[src/rtl/wb_mux_pkg.sv]
// Shared types and constants for the Wishbone slave multiplexer.
package wb_mux_pkg;

  typedef enum logic [1:0] {
    StIdle = 2'd0,
    StBusy = 2'd1,
    StResp = 2'd2
  } state_e;

  localparam logic [1:0] ERR_MISS    = 2'b01;
  localparam logic [1:0] ERR_TIMEOUT = 2'b10;

  localparam int unsigned N_SLV_DEF  = 5;
  localparam int unsigned TO_CYC_DEF = 255;

  localparam logic [N_SLV_DEF*32-1:0] SLV_BASE_DEF = {
    32'h3800_0000, 32'h3000_0000, 32'h3000_0300, 32'h3000_0200, 32'h3000_0100
  };
  localparam logic [N_SLV_DEF*32-1:0] SLV_MASK_DEF = {
    32'hFF00_0000, 32'hFF00_0000, 32'hFF00_0F00, 32'hFF00_0F00, 32'hFF00_0F00
  };

  // Bits needed to hold values 0..n-1, never less than one.
  function automatic int unsigned clog2_min1(input int unsigned n);
    return (n > 1) ? $clog2(n) : 1;
  endfunction

  localparam int unsigned TO_CNT_W_DEF = clog2_min1(TO_CYC_DEF);

endpackage

[src/rtl/wb_addr_match.sv]
// Priority address decoder: lowest-index slave whose masked base matches wins.
module wb_addr_match
  import wb_mux_pkg::*;
#(
  parameter int unsigned              N_SLV    = N_SLV_DEF,
  parameter logic [N_SLV*32-1:0]      SLV_BASE = SLV_BASE_DEF,
  parameter logic [N_SLV*32-1:0]      SLV_MASK = SLV_MASK_DEF,
  parameter int unsigned              IDX_W    = clog2_min1(N_SLV)
) (
  input  logic [31:0]      i_adr,
  output logic             o_hit,
  output logic [IDX_W-1:0] o_idx
);

  always_comb begin
    o_hit = 1'b0;
    o_idx = '0;
    // Walk downwards so the lowest matching index is the last one written.
    for (int i = int'(N_SLV) - 1; i >= 0; i--) begin
      if ((i_adr & SLV_MASK[i*32 +: 32]) == (SLV_BASE[i*32 +: 32] & SLV_MASK[i*32 +: 32])) begin
        o_hit = 1'b1;
        o_idx = IDX_W'(i);
      end
    end
  end

endmodule

[src/rtl/wb_slave_mux.sv]
// Wishbone slave-side multiplexer: decodes one master request onto N_SLV slaves,
// with a bus timeout and a sticky error log.
module wb_slave_mux
  import wb_mux_pkg::*;
#(
  parameter int unsigned         N_SLV    = N_SLV_DEF,
  parameter logic [N_SLV*32-1:0] SLV_BASE = SLV_BASE_DEF,
  parameter logic [N_SLV*32-1:0] SLV_MASK = SLV_MASK_DEF,
  parameter int unsigned         TO_CYC   = TO_CYC_DEF
) (
  input  logic                wb_clk_i,
  input  logic                wb_rst_i,
  input  logic                wbs_cyc_i,
  input  logic                wbs_stb_i,
  input  logic                wbs_we_i,
  input  logic [3:0]          wbs_sel_i,
  input  logic [31:0]         wbs_dat_i,
  input  logic [31:0]         wbs_adr_i,
  output logic                wbs_ack_o,
  output logic                wbs_err_o,
  output logic [31:0]         wbs_dat_o,
  output logic [N_SLV-1:0]    slv_valid_o,
  output logic                slv_we_o,
  output logic [3:0]          slv_sel_o,
  output logic [31:0]         slv_dat_o,
  output logic [31:0]         slv_adr_o,
  input  logic [N_SLV-1:0]    slv_ack_i,
  input  logic [N_SLV*32-1:0] slv_dat_i,
  output logic [15:0]         err_cnt_o,
  output logic [1:0]          err_type_o,
  output logic [31:0]         err_adr_o
);

  localparam int unsigned     IdxW    = clog2_min1(N_SLV);
  localparam int unsigned     CntW    = clog2_min1(TO_CYC);
  localparam logic [CntW-1:0] CntLast = CntW'(TO_CYC - 1);

  state_e            r_state, w_state_d;
  logic              w_hit;
  logic [IdxW-1:0]   w_idx;
  logic [IdxW-1:0]   r_idx;
  logic              r_we;
  logic [3:0]        r_sel;
  logic [31:0]       r_wdat;
  logic [31:0]       r_adr;
  logic [31:0]       r_rdat;
  logic              r_err_pend;
  logic [CntW-1:0]   r_cnt;
  logic              w_req;
  logic              w_ack_sel;
  logic              w_timeout;
  logic              w_log_miss;
  logic              w_log_to;
  logic [15:0]       r_err_cnt, w_err_cnt_d;
  logic [1:0]        r_err_type, w_err_type_d;
  logic [31:0]       r_err_adr, w_err_adr_d;

  wb_addr_match #(
    .N_SLV    (N_SLV),
    .SLV_BASE (SLV_BASE),
    .SLV_MASK (SLV_MASK),
    .IDX_W    (IdxW)
  ) u_addr_match (
    .i_adr (wbs_adr_i),
    .o_hit (w_hit),
    .o_idx (w_idx)
  );

  assign w_req     = wbs_cyc_i & wbs_stb_i;
  assign w_ack_sel = slv_ack_i[r_idx];
  assign w_timeout = (r_cnt == CntLast);

  always_ff @(posedge wb_clk_i) begin
    if (wb_rst_i) r_state <= StIdle;
    else          r_state <= w_state_d;
  end

  always_comb begin
    w_state_d = r_state;
    unique case (r_state)
      StIdle: if (w_req) w_state_d = w_hit ? StBusy : StResp;
      // A master abort outranks both the slave ack and the timeout.
      StBusy: begin
        if (!wbs_cyc_i)                  w_state_d = StIdle;
        else if (w_ack_sel || w_timeout) w_state_d = StResp;
      end
      StResp: w_state_d = StIdle;
      default: w_state_d = StIdle;
    endcase
  end

  always_comb begin
    wbs_ack_o   = 1'b0;
    wbs_err_o   = 1'b0;
    wbs_dat_o   = '0;
    slv_valid_o = '0;
    unique case (r_state)
      StBusy: slv_valid_o[r_idx] = 1'b1;
      StResp: begin
        wbs_ack_o = ~r_err_pend;
        wbs_err_o = r_err_pend;
        if (!r_err_pend && !r_we) wbs_dat_o = r_rdat;
      end
      default: ;
    endcase
  end

  assign slv_we_o  = r_we;
  assign slv_sel_o = r_sel;
  assign slv_dat_o = r_wdat;
  assign slv_adr_o = r_adr;

  always_ff @(posedge wb_clk_i) begin
    if (wb_rst_i) begin
      r_idx      <= '0;
      r_we       <= 1'b0;
      r_sel      <= '0;
      r_wdat     <= '0;
      r_adr      <= '0;
      r_rdat     <= '0;
      r_err_pend <= 1'b0;
      r_cnt      <= '0;
    end else begin
      unique case (r_state)
        StIdle: begin
          r_cnt <= '0;
          if (w_req) begin
            r_idx      <= w_idx;
            r_we       <= wbs_we_i;
            r_sel      <= wbs_sel_i;
            r_wdat     <= wbs_dat_i;
            r_adr      <= wbs_adr_i;
            r_err_pend <= ~w_hit;
          end
        end
        StBusy: begin
          if (!wbs_cyc_i) begin
            r_cnt <= '0;
          end else if (w_ack_sel) begin
            r_rdat     <= slv_dat_i[r_idx*32 +: 32];
            r_err_pend <= 1'b0;
            r_cnt      <= '0;
          end else if (w_timeout) begin
            r_err_pend <= 1'b1;
            r_cnt      <= '0;
          end else begin
            r_cnt <= r_cnt + CntW'(1);
          end
        end
        default: r_cnt <= '0;
      endcase
    end
  end

  assign w_log_miss = (r_state == StIdle) && w_req && !w_hit;
  assign w_log_to   = (r_state == StBusy) && wbs_cyc_i && !w_ack_sel && w_timeout;

  always_comb begin
    w_err_cnt_d  = r_err_cnt;
    w_err_type_d = r_err_type;
    w_err_adr_d  = r_err_adr;
    if (w_log_miss || w_log_to) begin
      w_err_cnt_d  = (r_err_cnt == 16'hFFFF) ? r_err_cnt : r_err_cnt + 16'd1;
      w_err_type_d = w_log_miss ? ERR_MISS : ERR_TIMEOUT;
      w_err_adr_d  = w_log_miss ? wbs_adr_i : r_adr;
    end
  end

  always_ff @(posedge wb_clk_i) begin
    if (wb_rst_i) begin
      r_err_cnt  <= '0;
      r_err_type <= '0;
      r_err_adr  <= '0;
    end else begin
      r_err_cnt  <= w_err_cnt_d;
      r_err_type <= w_err_type_d;
      r_err_adr  <= w_err_adr_d;
    end
  end

  assign err_cnt_o  = r_err_cnt;
  assign err_type_o = r_err_type;
  assign err_adr_o  = r_err_adr;

endmodule

[config.mk]
export PLATFORM = sky130hd
export DESIGN_NAME = wb_slave_mux
export DESIGN_NICKNAME = d
export VERILOG_FILES = /design/src/rtl/wb_mux_pkg.sv /design/src/rtl/wb_addr_match.sv /design/src/rtl/wb_slave_mux.sv
export SDC_FILE = /design/constraint.sdc
export NUM_CORES = 1
export LEC_CHECK = 0
export CORE_AREA = 3 3 151 153
export DETAILED_ROUTE_END_ITERATION = 8
export DIE_AREA = 0 0 154 156
export GPL_TIMING_DRIVEN = 0
export PLACE_DENSITY = 0.8
export SLEW_MARGIN = 10
export SYNTH_ARGS = -nofsm -noshare
export SYNTH_HDL_FRONTEND = slang
export SYNTH_SLANG_ARGS = --single-unit
[constraint.sdc]
create_clock -name wb_clk_i -period 2.5 [get_ports wb_clk_i]
set_input_delay 0.5 -clock wb_clk_i [delete_from_list [all_inputs] [get_ports wb_clk_i]]
set_output_delay 0.5 -clock wb_clk_i [all_outputs]
set_load 0.005 [all_outputs]
# Yosys cells after proc, flatten, opt, wreduce, memory -nomap -nowiden
# Index checks and enable logic that the tools add are counted.
[totals]
output_inout_bits = 158
regBits = 165
elab_cells = 88
in_bits = 238
[classes]
bitwise_logic = 6
n_mux = 31
order_cmp = 2
n_reduce_logical = 21
addsub = 2
eq_ne = 13
shift = 1
[ops]
columns = ["operator", "count"]
rows = [
  ["indexed part select 160 x 9 -> 32 bit", 1],
  ["two-way mux 32 bit", 3],
  ["== test 12 x 10 -> 1 bit (second input constant)", 3],
  ["adder 16 x 1 -> 16 bit (second input constant)", 1],
  ["== test 16 bit (second input constant)", 1],
  ["== test 8 x 6 -> 1 bit (second input constant)", 2],
  ["two-way mux 3 bit", 5],
  ["two-way mux 1 bit", 13],
  ["two-way mux 2 bit", 5],
  ["adder 8 x 1 -> 8 bit (second input constant)", 1],
  ["== test 8 bit (second input constant)", 1],
  ["logical AND 1 bit", 7],
  ["inequality test 3 bit (second input constant)", 2],
  ["AND reduction 2 bit", 3],
  ["two-way mux 5 bit", 1],
  ["NOT 1 bit", 5],
  ["OR reduction 5 bit", 1],
  ["zero test 1 bit", 4],
  ["less-than comparator 3 x 4 -> 1 bit (second input constant)", 1],
  ["inequality test 2 bit (second input constant)", 2],
  ["one-hot mux 2 bit (2 select lines)", 1],
  ["AND reduction 4 bit", 1],
  ["binary-select mux 1 bit (select 3 bit)", 1],
  ["demux 1 bit (select 3 bit)", 1],
  ["other kinds (9)", 10],
]

# Longest topological paths before layout
[depth]
word_depth = 10
mapped_depth = 8

# Modules after synthesis
# Synthesis repeated with hierarchy kept, for this count alone.
[unflattened]
cells_unflattened = 862
hier_area_um2 = 7723.7
[by_module_without_submodules]
columns = ["mod", "area_per_inst_um2", "n_inst", "seq_area_each_um2", "cells_each"]
rows = [
  ["wb_slave_mux", 7646.1, 1, 3303.2, 852],
  ["wb_addr_match", 77.6, 1, 0.0, 10],
]

# Least setup slack after synthesis
# Ideal clock, no wire load.
[synth_timing]
kind = "flip-flop to flip-flop"
start = "reg r_err_cnt[0] (netlist: err_cnt_o[0])"
end = "reg r_err_cnt[15] (netlist: err_cnt_o[15])"
arrival_ns = 1.896
stages_incl_launch_ff = 8
slack_ns = 0.481
synth_period_minus_slack_ns = 2.019
t_required_ns = 2.377
setup_time_ns = 0.123
cell_sequence = "dfxtp_1 -> ha_1 -> nand3_1 -> or4_1 -> buf_2 -> nor2_4 -> a2111oi_0 -> mux2_1"
[synth_between]
elab_chain_len = 3
word_cells_on_any_way = 4
cone_classes = "add/sub (1); eq/ne (1); bitwise (1); reduce/logical (1)"
[synth_rtl]
columns = ["item", "line", "text"]
rows = [
  ["start: declaration", "wb_slave_mux.sv:54", "logic [15:0] r_err_cnt, w_err_cnt_d;"],
  ["start signal: assignment", "wb_slave_mux.sv:175", "r_err_cnt <= w_err_cnt_d;"],
  ["parallel branches: the longest is 3 deep, another holds adder 16 x 1 -> 16 bit", "--", ""],
]
# Parallel ways; which one is timed is not known.
# A chain may end at the register's enable or synchronous reset.

# Final worst setup path
[layout_timing]
start = "reg r_state[0]"
end = "out wbs_dat_o[10]"
[layout_between]
elab_chain_len = 2
[layout_rtl]
columns = ["item", "line", "text"]
rows = [
  ["start: declaration", "wb_slave_mux.sv:38", "state_e r_state, w_state_d;"],
  ["start signal: assignment", "wb_slave_mux.sv:74", "if (wb_rst_i) r_state <= StIdle;"],
  ["start signal: assignment", "wb_slave_mux.sv:75", "else r_state <= w_state_d;"],
  ["== test 2 bit", "wb_slave_mux.sv:97", "unique case (r_state)"],
  ["two-way mux 32 bit", "wb_slave_mux.sv:97", ""],
  ["end: declaration", "wb_slave_mux.sv:21", "output logic [31:0] wbs_dat_o,"],
]
# Every way passes these cells.

==> out/results.ini <==
[status]
status=complete, no violations

[finish]
finish.utilization=0.5961
area_growth_pct=65.00
nets=1536
fillers=1915
n_antenna_cell=0
design_area_sq_mm=0.01293
layout-drive-gt1-share=0.09640

[floorplan]
initial_core_util=0.3613
row_count=54
fp.dieH_um=156
design.core.area_sq_mm=0.02169
dieArea_sq_mm=0.02402
io_pins=396
die_w_um=154

[cts]
cts_buffers=17
holdBufCountCts=0
cts.htree.levels=4
cts_tree=yes
numClockSinks=165
cts-root-buf=clkbuf_16
clock_latency_ns=0.42
max-clock-path-buffers=2
clk_pin_slew_worst_paths_ns=0.07

[placement]
finalWeightedCongestion=0.9523
io_buffer_count=395
placed_area_sq_mm=0.01214
hpwl_mm=24.71

[power]
p_leak_nw=4.896
ir_drop_v=0.0003301
pwr-share-clk=0.437
swShare=0.2311
switchingPower_w=0.001558
seqPwrFrac=0.413
power_density_mw_per_mm2=521.6
p_int_w=0.005185
combPwrFrac=0.151

[logic_synthesis]
seq_area_frac_synth=0.4216
postSynthAreaPerCell_sq_um=8.914
synth_seq_cells=165
syn-num-nets=1120
netlist_instances=879
synthDistinctLibCells=50
synthTopCellsByCount=dfxtp_1 (165), nand2_1 (155), nor2_1 (93)
synth_most_common_cell=dfxtp_1
syn_area_sq_mm=0.007835
ys_warn_count=0
synth_top_flop_cell=dfxtp_1
async_reset_ff_frac=0
yosysTopAreaCell=dfxtp_1
synth_top_area_share=0.4216
synth_edf_count=0
ys_top_cells_by_area=dfxtp_1 (42%), mux4_2 (9.2%), nand2_1 (7.4%), a211oi_1 (6.5%), a21oi_1 (5.3%)

[worst_hold_path]
min_from=slv_dat_o[22]
hp-class=reg -> reg

[sta]
worst_pin_slew_ns=1.175
hold_viol=0
fin_skew_ns=0.009922
setup_violations=0
worst_slew_margin_rel=0.1962
fmax_mhz=416.3
slew_violations=0
period_needed_ns=2.402
rsz0062_at_grt=no
timing.hold.ws_ns=0.4562
fin_crit_sh=0.9609

[setup_path]
crit_required_ns=2.00
crit_path_start_kind=flop
path_max_fanout=10
r2r-start=r_idx[0]
path_class=reg -> out
end_kind=primary output
worstSetupStartpoint=r_state[0]
cp.arrival_ns=1.90

[detailed_routing]
wire_per_inst_um=19.65
ant_nets=0
drtPass1Iterations=5
vias=8388
drcViolationCount=0
routed_wirelength_mm=31.19
via_per_inst=5.285
drt_iter0_markers=418

[grt]
grt_first_pass_wirelength_mm=47.13
grt_max_degree=20
grt_pass1_vias=8446
grt_overflow=0
grtUsageTotal=0.2471
antenna_found_initial=1

[flow_run]
max_cap_viol_count=0

-- critical path, cell delays in order (launching register included) --
cell and delay, ns:
dfxtp_4 0.39, nor3b_4 0.21, nor2b_4 0.19, buf_12 0.13, clkbuf_8 0.15, and2_1 0.12
dlygate4sd2_1 0.29
-- cell families (layout without fill, tap and decap cells) --
| logic type | after synthesis | count (layout) | synth area share |
|---|---|---|---|
| DFF | 165 | 165 | 0.4216 |
| buffers and inverters | 79 | 507 | 0.04264 |
| AOI/OAI and AO/OA | 204 | 204 | 0.1704 |
| muxes | 79 | 79 | 0.1551 |
| xor gates and xnor gates | 7 | 7 | 0.007825 |
| and+or+nand+nor | 342 | 342 | 0.1977 |
| adders and majority gates | 3 | 3 | 0.004791 |
-- per-stage QoR --
| stage | setup TNS, ns | total power (W) | instances | setup slack, ns |
|---|---|---|---|---|
| global placement | -61.11 | 0.003818 | 1554 | -0.5117 |
| detailed placement | -65.00 | 0.003840 | 1554 | -0.5684 |
| floorplan | 0 | 0.003137 | 879 | 0.4811 |
| global route | 0 | 0.006969 | 1587 | 0.009783 |
| finish | 0 | 0.006743 | 1587 | 0.09776 |
| CTS | 0 | 0.006777 | 1587 | 0.002314 |
-- registers in the layout, indices dropped and copies added (netlist names), 2 cells and up --
| name | flops |
|---|---|
| err_type_o | 2 |
| slv_dat_o | 32 |
| r_idx | 3 |
| r_state | 2 |
| slv_adr_o | 32 |
| r_rdat | 32 |
| err_cnt_o | 16 |
| r_cnt | 8 |
| slv_sel_o | 4 |
| err_adr_o | 32 |
-- routing by layer --
metal,part of all wire,global-route usage,vias up
met5,0.00038,0,-
met4,0.027,0.08537,2
met3,0.062,0.05298,54
met2,0.51,0.4343,337
met1,0.40,0.3006,4039
li1,-,-,3956
-- placed cells by master (no fill, tap or decap), types with 4 or more instances in the layout --
cell,synthesis,routed
xor2_1,6,6
nand2_1,155,155
clkbuf_2,1,8
mux2i_1,31,31
buf_2,11,8
clkbuf_16,0,17
a221oi_1,4,4
dlygate4sd2_1,0,29
mux4_2,32,32
nand3_1,10,10
clkbuf_1,52,43
nor2_1,93,92
bufinv_16,0,5
mux2_2,12,12
and2_1,35,35
o21ai_0,6,6
a211oi_1,68,68
nor2b_1,17,15
nand2b_1,5,4
a22oi_1,32,32
clkdlybuf4s50_1,0,363
nand4_1,5,5
a21oi_1,83,83
buf_4,6,10
dfxtp_1,165,161
inv_1,5,5
clkbuf_8,0,5
-- layout make-up --
type	count	area, sq um	area share
clock inverters	10	195.2	0.01510
repair buffers	400	3963	0.3065
plain buffers	71	360.3	0.02787
clock buffers	21	460.4	0.03562
inverters	5	18.77	0.001452
well taps	280	350.3	0.02710
multi-input cells	635	4264	0.3298
flip-flops and latches	165	3316	0.2565
-- power groups by stage --
stage | logic (W) | registers (W) | clock network (W)
after CTS | 0.00102 | 0.00278 | 0.00298
after floorplan | 0.000298 | 0.00284 | 0
after detailed placement | 0.000997 | 0.00284 | 0
after global routing | 0.00109 | 0.00279 | 0.00309
final | 0.00102 | 0.00278 | 0.00294
after global placement | 0.000980 | 0.00284 | 0
-- what timing repair did --
item                                    CTS  global route
buffers inserted                          4             0
pin swaps                                 1             0
endpoints found under the setup margin   70            51
cloned                                    1             0
gates resized for setup                  67            18
-- final timing paths --
check                                     end  slack (ns)  depth (start not counted)
worst min register to register  slv_dat_o[22]        0.46                          2
worst max register to register   err_cnt_o[8]        0.25                          6
worst min-delay path            slv_dat_o[22]        0.46                          2
worst max-delay path            wbs_dat_o[10]         0.1                          6
(Power assumes the default switching activity.)
